$ cat src/rtl/delay_tap_reader_8x256_if.sv
// rtl/delay_tap_reader_8x256_if.sv - write/stream/tap-read bundle for the circular delay buffer
interface delay_tap_reader_8x256_if #(
    parameter int WIDTH = 8
);
    logic             shift;
    logic [WIDTH-1:0] sr_in;
    logic             flush;
    logic             delay_ld;
    logic [7:0]       delay_val;
    logic [WIDTH-1:0] sr_out;
    logic             out_valid;
    logic             rd_req;
    logic [7:0]       rd_tap;
    logic [WIDTH-1:0] rd_data;
    logic             rd_valid;
    logic [8:0]       fill;
    logic             running;

    modport master (
        output shift, sr_in, flush, delay_ld, delay_val, rd_req, rd_tap,
        input  sr_out, out_valid, rd_data, rd_valid, fill, running
    );

    modport slave (
        input  shift, sr_in, flush, delay_ld, delay_val, rd_req, rd_tap,
        output sr_out, out_valid, rd_data, rd_valid, fill, running
    );
endinterface

$ cat src/rtl/delay_tap_reader_8x256.sv
// rtl/delay_tap_reader_8x256.sv - RAM circular delay buffer with streaming output and tap reads
module delay_tap_reader_8x256 #(
    parameter int DEPTH         = 256,
    parameter int WIDTH         = 8,
    parameter int DEFAULT_DELAY = 20
) (
    input  logic                      clk,
    input  logic                      rst,
    delay_tap_reader_8x256_if.slave   bus
);
    localparam int PW = $clog2(DEPTH);
    localparam int FW = PW + 1;

    typedef enum logic {
        ST_FILL = 1'b0,
        ST_RUN  = 1'b1
    } state_t;

    state_t           state_q, state_d;
    logic [WIDTH-1:0] mem [DEPTH];
    logic [PW-1:0]    wr_ptr_q, wr_ptr_d;
    logic [FW-1:0]    fill_q, fill_d;
    logic [FW-1:0]    delay_q, delay_d;
    logic [WIDTH-1:0] sr_out_q;
    logic             out_valid_q;
    logic [WIDTH-1:0] rd_data_q;
    logic             rd_valid_q;

    logic [FW-1:0]    fill_base;
    logic [PW-1:0]    stream_addr;
    logic             stream_bypass;
    logic             stream_fire;
    logic [PW-1:0]    tap_addr;
    logic             tap_hit;

    // Next pointer/fill/delay and the read addresses for both read ends.
    // The stream tap D-1 is taken in the post-shift view, so its address is
    // relative to the pre-shift write pointer: wr_ptr - (D-1). D=1 means the
    // sample being written this cycle, which is not in the RAM yet.
    always_comb begin
        fill_base     = bus.flush ? '0 : fill_q;
        fill_d        = fill_base;
        wr_ptr_d      = wr_ptr_q;
        delay_d       = bus.delay_ld ? (FW'(bus.delay_val) + FW'(1)) : delay_q;
        if (bus.shift) begin
            wr_ptr_d = wr_ptr_q + PW'(1);
            if (fill_base != FW'(DEPTH)) begin
                fill_d = fill_base + FW'(1);
            end
        end
        stream_fire   = bus.shift && (fill_d >= delay_d);
        stream_bypass = (delay_d == FW'(1));
        stream_addr   = wr_ptr_q - PW'(delay_d - FW'(1));
        tap_addr      = wr_ptr_q - PW'(1) - PW'(bus.rd_tap);
        tap_hit       = (FW'(bus.rd_tap) < fill_q);
    end

    // RUN exactly while enough history is held to serve the current delay.
    always_comb begin
        state_d = state_q;
        case (state_q)
            ST_FILL: if (fill_d >= delay_d) state_d = ST_RUN;
            ST_RUN:  if (fill_d < delay_d)  state_d = ST_FILL;
            default: state_d = ST_FILL;
        endcase
    end

    // Sample storage; never reset, the fill count masks stale entries.
    always_ff @(posedge clk) begin
        if (bus.shift) begin
            mem[wr_ptr_q] <= bus.sr_in;
        end
    end

    // Control state and registered outputs. Tap reads see the RAM before
    // this cycle's write (read-first), which gives the pre-shift view.
    always_ff @(posedge clk) begin
        if (rst) begin
            state_q     <= ST_FILL;
            wr_ptr_q    <= '0;
            fill_q      <= '0;
            delay_q     <= FW'(DEFAULT_DELAY);
            sr_out_q    <= '0;
            out_valid_q <= 1'b0;
            rd_data_q   <= '0;
            rd_valid_q  <= 1'b0;
        end else begin
            state_q     <= state_d;
            wr_ptr_q    <= wr_ptr_d;
            fill_q      <= fill_d;
            delay_q     <= delay_d;
            out_valid_q <= stream_fire;
            if (stream_fire) begin
                sr_out_q <= stream_bypass ? bus.sr_in : mem[stream_addr];
            end
            rd_valid_q <= bus.rd_req;
            if (bus.rd_req) begin
                rd_data_q <= tap_hit ? mem[tap_addr] : '0;
            end
        end
    end

    assign bus.sr_out    = sr_out_q;
    assign bus.out_valid = out_valid_q;
    assign bus.rd_data   = rd_data_q;
    assign bus.rd_valid  = rd_valid_q;
    assign bus.fill      = fill_q;
    assign bus.running   = (state_q == ST_RUN);
endmodule

$ cat src/flat_wrapper.sv
// flat-port wrapper written by rule: the top's interface ports become plain ports
module delay_tap_reader_8x256_flat 
#(
    parameter int DEPTH         = 256,
    parameter int WIDTH         = 8,
    parameter int DEFAULT_DELAY = 20
)
  (clk, rst, bus_shift, bus_sr_in, bus_flush, bus_delay_ld, bus_delay_val, bus_rd_req, bus_rd_tap, bus_sr_out, bus_out_valid, bus_rd_data, bus_rd_valid, bus_fill, bus_running);
  delay_tap_reader_8x256_if #(.WIDTH(WIDTH)) bus_i ();
  input  logic clk;
  input  logic rst;
  input wire logic [$bits(bus_i.shift)-1:0] bus_shift;
  input wire logic [$bits(bus_i.sr_in)-1:0] bus_sr_in;
  input wire logic [$bits(bus_i.flush)-1:0] bus_flush;
  input wire logic [$bits(bus_i.delay_ld)-1:0] bus_delay_ld;
  input wire logic [$bits(bus_i.delay_val)-1:0] bus_delay_val;
  input wire logic [$bits(bus_i.rd_req)-1:0] bus_rd_req;
  input wire logic [$bits(bus_i.rd_tap)-1:0] bus_rd_tap;
  output wire logic [$bits(bus_i.sr_out)-1:0] bus_sr_out;
  output wire logic [$bits(bus_i.out_valid)-1:0] bus_out_valid;
  output wire logic [$bits(bus_i.rd_data)-1:0] bus_rd_data;
  output wire logic [$bits(bus_i.rd_valid)-1:0] bus_rd_valid;
  output wire logic [$bits(bus_i.fill)-1:0] bus_fill;
  output wire logic [$bits(bus_i.running)-1:0] bus_running;
  assign bus_i.shift = bus_shift;
  assign bus_i.sr_in = bus_sr_in;
  assign bus_i.flush = bus_flush;
  assign bus_i.delay_ld = bus_delay_ld;
  assign bus_i.delay_val = bus_delay_val;
  assign bus_i.rd_req = bus_rd_req;
  assign bus_i.rd_tap = bus_rd_tap;
  assign bus_sr_out = bus_i.sr_out;
  assign bus_out_valid = bus_i.out_valid;
  assign bus_rd_data = bus_i.rd_data;
  assign bus_rd_valid = bus_i.rd_valid;
  assign bus_fill = bus_i.fill;
  assign bus_running = bus_i.running;
  delay_tap_reader_8x256 #(.DEPTH(DEPTH), .WIDTH(WIDTH), .DEFAULT_DELAY(DEFAULT_DELAY)) u_core (.clk(clk), .rst(rst), .bus(bus_i));
endmodule
$ cat config.mk
export PLATFORM = sky130hd
export DESIGN_NAME = delay_tap_reader_8x256_flat
export DESIGN_NICKNAME = d
export VERILOG_FILES = /design/src/rtl/delay_tap_reader_8x256_if.sv /design/src/rtl/delay_tap_reader_8x256.sv /design/src/flat_wrapper.sv
export SDC_FILE = /design/constraint.sdc
export NUM_CORES = 2
export LEC_CHECK = 0
export CORE_ASPECT_RATIO = 0.8
export CORE_MARGIN = 2
export CORE_UTILIZATION = 52
export CTS_CLUSTER_DIAMETER = 200
export CTS_CLUSTER_SIZE = 8
export DETAILED_ROUTE_END_ITERATION = 8
export MAX_ROUTING_LAYER = met4
export PLACE_DENSITY_LB_ADDON = 0.15
export SLEW_MARGIN = 30
export SYNTH_ARGS = -nofsm -noshare
export SYNTH_HDL_FRONTEND = slang
export SYNTH_SLANG_ARGS = --single-unit
export TNS_END_PERCENT = 1
$ cat constraint.sdc
create_clock -name clk -period 13.95 [get_ports clk]
set_input_delay 2.79 -clock clk [delete_from_list [all_inputs] [get_ports clk]]
set_output_delay 2.79 -clock clk [all_outputs]
set_load 0.02 [all_outputs]
[Word-level counts from Yosys, hierarchy flattened]
Memories as Yosys holds them, arrays and structs flattened.
Cells that the tools add are included.
Widths: inputs -> output; s select.
Cells by class
  multiply operators: 0
  bitwise logic cells: 1
  add/subtract/negate cells: 7
  eq/ne operators: 2
  reduce and logical (&&, ||, !) cells: 1
  div/mod/pow operators: 0
  shifts and indexed selects: 0
  $lt $le $gt $ge: 3
  mux-type cells: 11
Operators by type and width (number)
  $mux 9: 4
  $mux 8: 2
  $sub 8x1->8 const B: 2
  $sub 8x8->8: 2
  $add 8x1->9 const B: 1
  $add 9x1->9 const B: 1
  $eq 9x1->1 const B: 1
  $ge 9x9->1: 1
  $lt 8x9->1: 1
  $lt 9x9->1: 1
  $ne 9x9->1 const B: 1
  $add 8x1->8 const B: 1
  $mux 1: 4
  $pmux 1 s2: 1
  $logic_and 1x1->1: 1
  $not 1->1: 1
Word-level totals
  logic and storage cells: 34
  bits in latches: 0
  output and inout bits: 28
  bits of input ports: 30
  flip-flop bits (word level): 45
  memories: 1
  RAM bits: 2048
  memory bits (read-only): 0
Memory list
  u_core.mem: words 256, bits a word 8, read ports 2, clocked after Yosys merged registers in 0, write ports 1, line delay_tap_reader_8x256.sv:20  | logic [WIDTH-1:0] mem [DEPTH];

[Depth between registers and ports, before layout]
  depth after elaboration: 7
  depth in mapped cells: 20
  gate-level depth less buffers: 16

[Least setup slack after synthesis]
Ideal clock, no wire load.
  path kind: input-to-reg
  from: input bus_delay_ld
  to: register u_core.sr_out_q[5] (netlist: u_core.bus.sr_out[5])
  cell stages on the path: 17
  path slack: 7.478 ns
  path buffers: 2
  data required time: 13.819 ns
  setup time: 0.131 ns
  arrival time: 6.341 ns
  cells stage by stage: clkbuf_1 mux2_2 ha_1 inv_1 ha_1 inv_1 fa_1 nand2b_1 a21oi_4 xnor2_2 buf_6 mux4_2 o2111ai_1 o31ai_1 a22o_1 a32oi_1 o41ai_1
On the way
  longest elaborated chain between the ends: 5
  elaborated cells on any way between the ends: 8
  classes of those cells: add/sub (2); order compare (1); eq/ne (1); mux (2); reduce/logical (1); memory (1)
RTL lines
  from (decl): line flat_wrapper.sv:15  | input wire logic [$bits(bus_i.delay_ld)-1:0] bus_delay_ld;
  $mux 9 (*): line delay_tap_reader_8x256.sv:44  | delay_d = bus.delay_ld ? (FW'(bus.delay_val) + FW'(1)) : delay_q;
  via u_core.delay_d[1]: line delay_tap_reader_8x256.sv:23  | logic [FW-1:0] delay_q, delay_d;
  $sub 8x1->8: line delay_tap_reader_8x256.sv:53  | stream_addr = wr_ptr_q - PW'(delay_d - FW'(1));
  $sub 8x8->8: line delay_tap_reader_8x256.sv:53
  $mem_v2 256x8
  $mux 8: line delay_tap_reader_8x256.sv:94  | sr_out_q <= stream_bypass ? bus.sr_in : mem[stream_addr];
  to (signal assigned): line delay_tap_reader_8x256.sv:94
  to (decl): line delay_tap_reader_8x256.sv:24  | logic [WIDTH-1:0] sr_out_q;
Mark *: on every way through the listed nets, which the timed path passes. The rest lies on a longest branch.
A chain may end at the register's enable or synchronous reset.

[Worst setup path after layout]
  from: input bus_delay_ld
  to: register u_core.sr_out_q[7] (netlist: u_core.bus.sr_out[7])
The elaborated chain is that of the path after synthesis.

==> results.md <==
* Largest net degree at the start of global routing at between 150 and 200
* Post_cts resized at 0
* Fin. Hold Viols at 0
* Number of flops mapped to enable cells by yosys at 2048
* Num ports at 58
* Mapped Nets at approximately 5700
* Die Height at 395.6 um
* Total GRT Usage at a little over a third
* Router iterations before antenna repair at 8
* Die Area at 195200 um^2
* Number of global-route vias before repair at 58600
* Net count, final at ~5700
* Synth Warn # at 0
* Die X at slightly below 500 um
* Layout cell share with drive strength beyond 1 at 30.04%
* GRT busiest layer: met1
* Period utilization at 60.40%
* Seq/Total Area, Yosys at between 60% and 70%
* Post-route setup slack at between 5000 and 6000 ps
* Area delta synth->final at 11.77%
* CP Max Fanout at 28
* DR WL/cell at between 30 and 40 um
* FF+latch count, synth at 2093
* Pleak at between 30 and 40 nW
* Worst EP arrival at between 9000 and 10000 ps
* Synth Instances at approximately 5600
* Final setup fails at 0
* Iteration-0 DRC Markers at roughly 11000
* Initial core utilization at between 50 and 60%
* Remaining DRCs at 0
* Num CTS Buffers at about 310
* Vias at slightly above 60000
* Minimum clock period after layout at between 8000 and 9000 ps
* Maximum VDD drop at 0.1049 mV
* Clk slew on worst S/H paths at 50 ps
* Crit-path cells: clkdlybuf4s50_1 -> mux2_2 -> ha_1 -> inv_1 -> ha_4 -> inv_1 -> fa_4 -> buf_4 -> clkinv_1 -> buf_4 -> nor2_2 -> nand3_1 -> a31oi_1 -> nor3_1 -> a2111oi_0 -> nor4_1
* CTS tree: done
* Met2 Track Usage GR at 45.77%
* Layout Skew at between 70 and 80 ps
* Slew @ Worst Pin at 1104 ps
* Congestion Overflow GR at 0
* Syn Area/Cell at between 15 and 20 um^2
* Vias per cell at around 7.4
* Synth Cell Area at approximately 100000 um^2
* CTS Hold Bufs at 0
* Crit Path Category: input port to flip-flop
* Highest clock rate at roughly 0.12 GHz
* Max Slew Vio Count at 0
* Post-synth top area share at approximately 62%
* Synth cell count leaders: edfxtp_1 (2048), mux4_2 (1079), nand2_1 (662)
* Clock Tree Root: clkbuf_16
* Met3 GRT Util at between 10% and 20%
* Post-synth cell types at 71
* Pwr dens at about 160 nW/um^2
* Sum Neg Setup Slack at 0 ps
* Top post-synthesis cells by area: edfxtp_1 (62%), mux4_2 (24%), nand2_1 (2.5%)
* CP Launch Type: input port
* Min-delay worst type: flip-flop to flip-flop
* Met1 Use GR at about half
* HPWL after DPL at roughly 210000 um
* Core area at ~190000 um^2
* Worst rel slew slack at 26.41%
* Htree depth at 5
* Primary FF master, synth: edfxtp_1
* Slowest Stage Delay on Critical Path at between 1000 and 1500 ps
* Worst Setup End Kind: flip-flop
* Ys async rst share at 0%
* Initial antenna violation count at 17
* Status: complete, but fails checks
* Post-route antenna net violation count at 1
* Cell Rows at approximately 140
* Max cap viols at 0
* # fillers at roughly 14000
* Cell taking the most area after synthesis: edfxtp_1
* Req. time, crit path at approximately 15000 ps
* DRT Wirelength at approximately 330000 um
* Critical-path top delay cell: fa_4
* Clock latency on the worst-skew pair at roughly 900 ps
* First-pass GRT wire length at 462200 um
* Count leader, synth: edfxtp_1
* Total chip power at ~17 mW
* Setup Fix Bufs, Post-CTS at 0
* Port Buffers at 57
* Pre-CTS setup slack at approximately 4700 ps
* RSZ-0062 raised after global routing: false
* RePlAce Congestion at between 0.9 and 1
* CTS Buffer Depth at 4
* Failing checks: antenna violations
* Clk sinks at roughly 2100
==> critical path: cells and delay by family <==
family          cells  cell delay, ps
mux                 1             420
fa+ha+maj           3            1620
compound gates      2             900
buf+inv             6            2300
simple gates        4            1110
==> flip-flops by register name, indices dropped and copies added, names as in the netlist, 8 cells and up <==
name,flops
u_core.bus.sr_out,8
u_core.wr_ptr_q,8
u_core.bus.fill,9
u_core.bus.rd_data,8
u_core.mem,2048
u_core.delay_q,9
==> power breakdown <==
part	switching [mW]	total [mW]	internal, mW	leakage [nW]
Combinational	2.42	3.90	1.48	12.1
Sequential	0.00969	6.93	6.92	18.8
Clock	2.61	6.62	4.01	4.00
Total	5.04	17.5	12.4	34.9
==> routing by layer <==
metal | share of wire [%] | vias up
met3 | 15 | 694
met5 | 0 | -
met1 | 38 | 32290
met2 | 42 | 5310
met4 | 4.2 | 0
li1 | - | 23340
==> path summary, 6_finish.rpt <==
path,startpoint,to,slack [ps],depth (start not counted)
worst max-delay path,bus_delay_ld,u_core.bus.sr_out[7]$_SDFFE_PP0P_,5520,16
worst min-delay path,u_core.delay_q[0]$_SDFF_PP0_,u_core.delay_q[0]$_SDFF_PP0_,590,2
worst max register to register,u_core.wr_ptr_q[1]$_SDFFE_PP0P_,u_core.bus.sr_out[7]$_SDFFE_PP0P_,7880,15
worst min register to register,u_core.delay_q[0]$_SDFF_PP0_,u_core.delay_q[0]$_SDFF_PP0_,590,2
==> cells by family (layout without fill, tap and decap cells) <==
group                    count (synthesis)  in the layout  share of synthesized area (%)
multiplexers                          1168           1168                          25.28
flip-flops                            2093           2093                          62.61
AO/OA/AOI/OAI                          404            404                          2.880
XOR/XNOR                                38             38                         0.3829
adder cells (fa/ha/maj)                 45             45                         0.5800
buffers and inverters                  482            615                          2.414
other                                    0             22                              0
AND/OR/NAND/NOR                       1373           1373                          5.856
==> through the flow <==
stage	hold WS, ps	cells	utilization (%)	instance area (um^2)
final	590.4	8295	58.57	111400
after global routing	582.4	8288	58.56	111400
after CTS	585.0	8270	58.42	111100
after detailed placement	569.2	7882	54.10	102900
after global placement	563.1	7881	53.97	102600
after floorplan	482.3	5603	-	99670
==> area by class of cell <==
type / instances / area, um^2 / share of cell area [%]
antenna: 22 / 55.05 / 0.04942
sequential: 2093 / 62400 / 56.02
tap: 2537 / 3174 / 2.850
multi-input combinational: 3028 / 35470 / 31.84
clock inverter: 8 / 96.34 / 0.08649
clock buffer: 380 / 8127 / 7.295
inverter: 36 / 135.1 / 0.1213
timing repair buffer: 191 / 1937 / 1.739
==> cell usage in the layout, fill, tap and decap left out, types with 10 or more instances in the layout <==
master / Yosys / final
diode_2: 0 / 22
clkbuf_1: 181 / 65
buf_12: 0 / 22
and3_1: 34 / 34
nand3_1: 173 / 169
edfxtp_1: 2048 / 2048
nor2b_1: 30 / 30
a32oi_1: 15 / 15
a311oi_1: 26 / 23
a22oi_1: 12 / 12
o21ai_0: 35 / 35
a31oi_1: 35 / 35
nand2_1: 662 / 661
a211oi_1: 58 / 55
inv_1: 35 / 35
buf_4: 84 / 106
ha_1: 43 / 40
dfxtp_1: 45 / 45
clkbuf_16: 0 / 315
o22ai_1: 20 / 20
o211ai_1: 33 / 33
a21oi_1: 75 / 75
mux4_2: 1079 / 1079
nor2_2: 0 / 130
nor3_1: 36 / 36
mux2i_1: 85 / 83
nor2_1: 339 / 207
clkdlybuf4s50_1: 0 / 49
xnor2_1: 22 / 18
nand2b_1: 14 / 14
nand4_1: 56 / 56
o31ai_1: 11 / 10
Power figures use the tool's default switching activity.
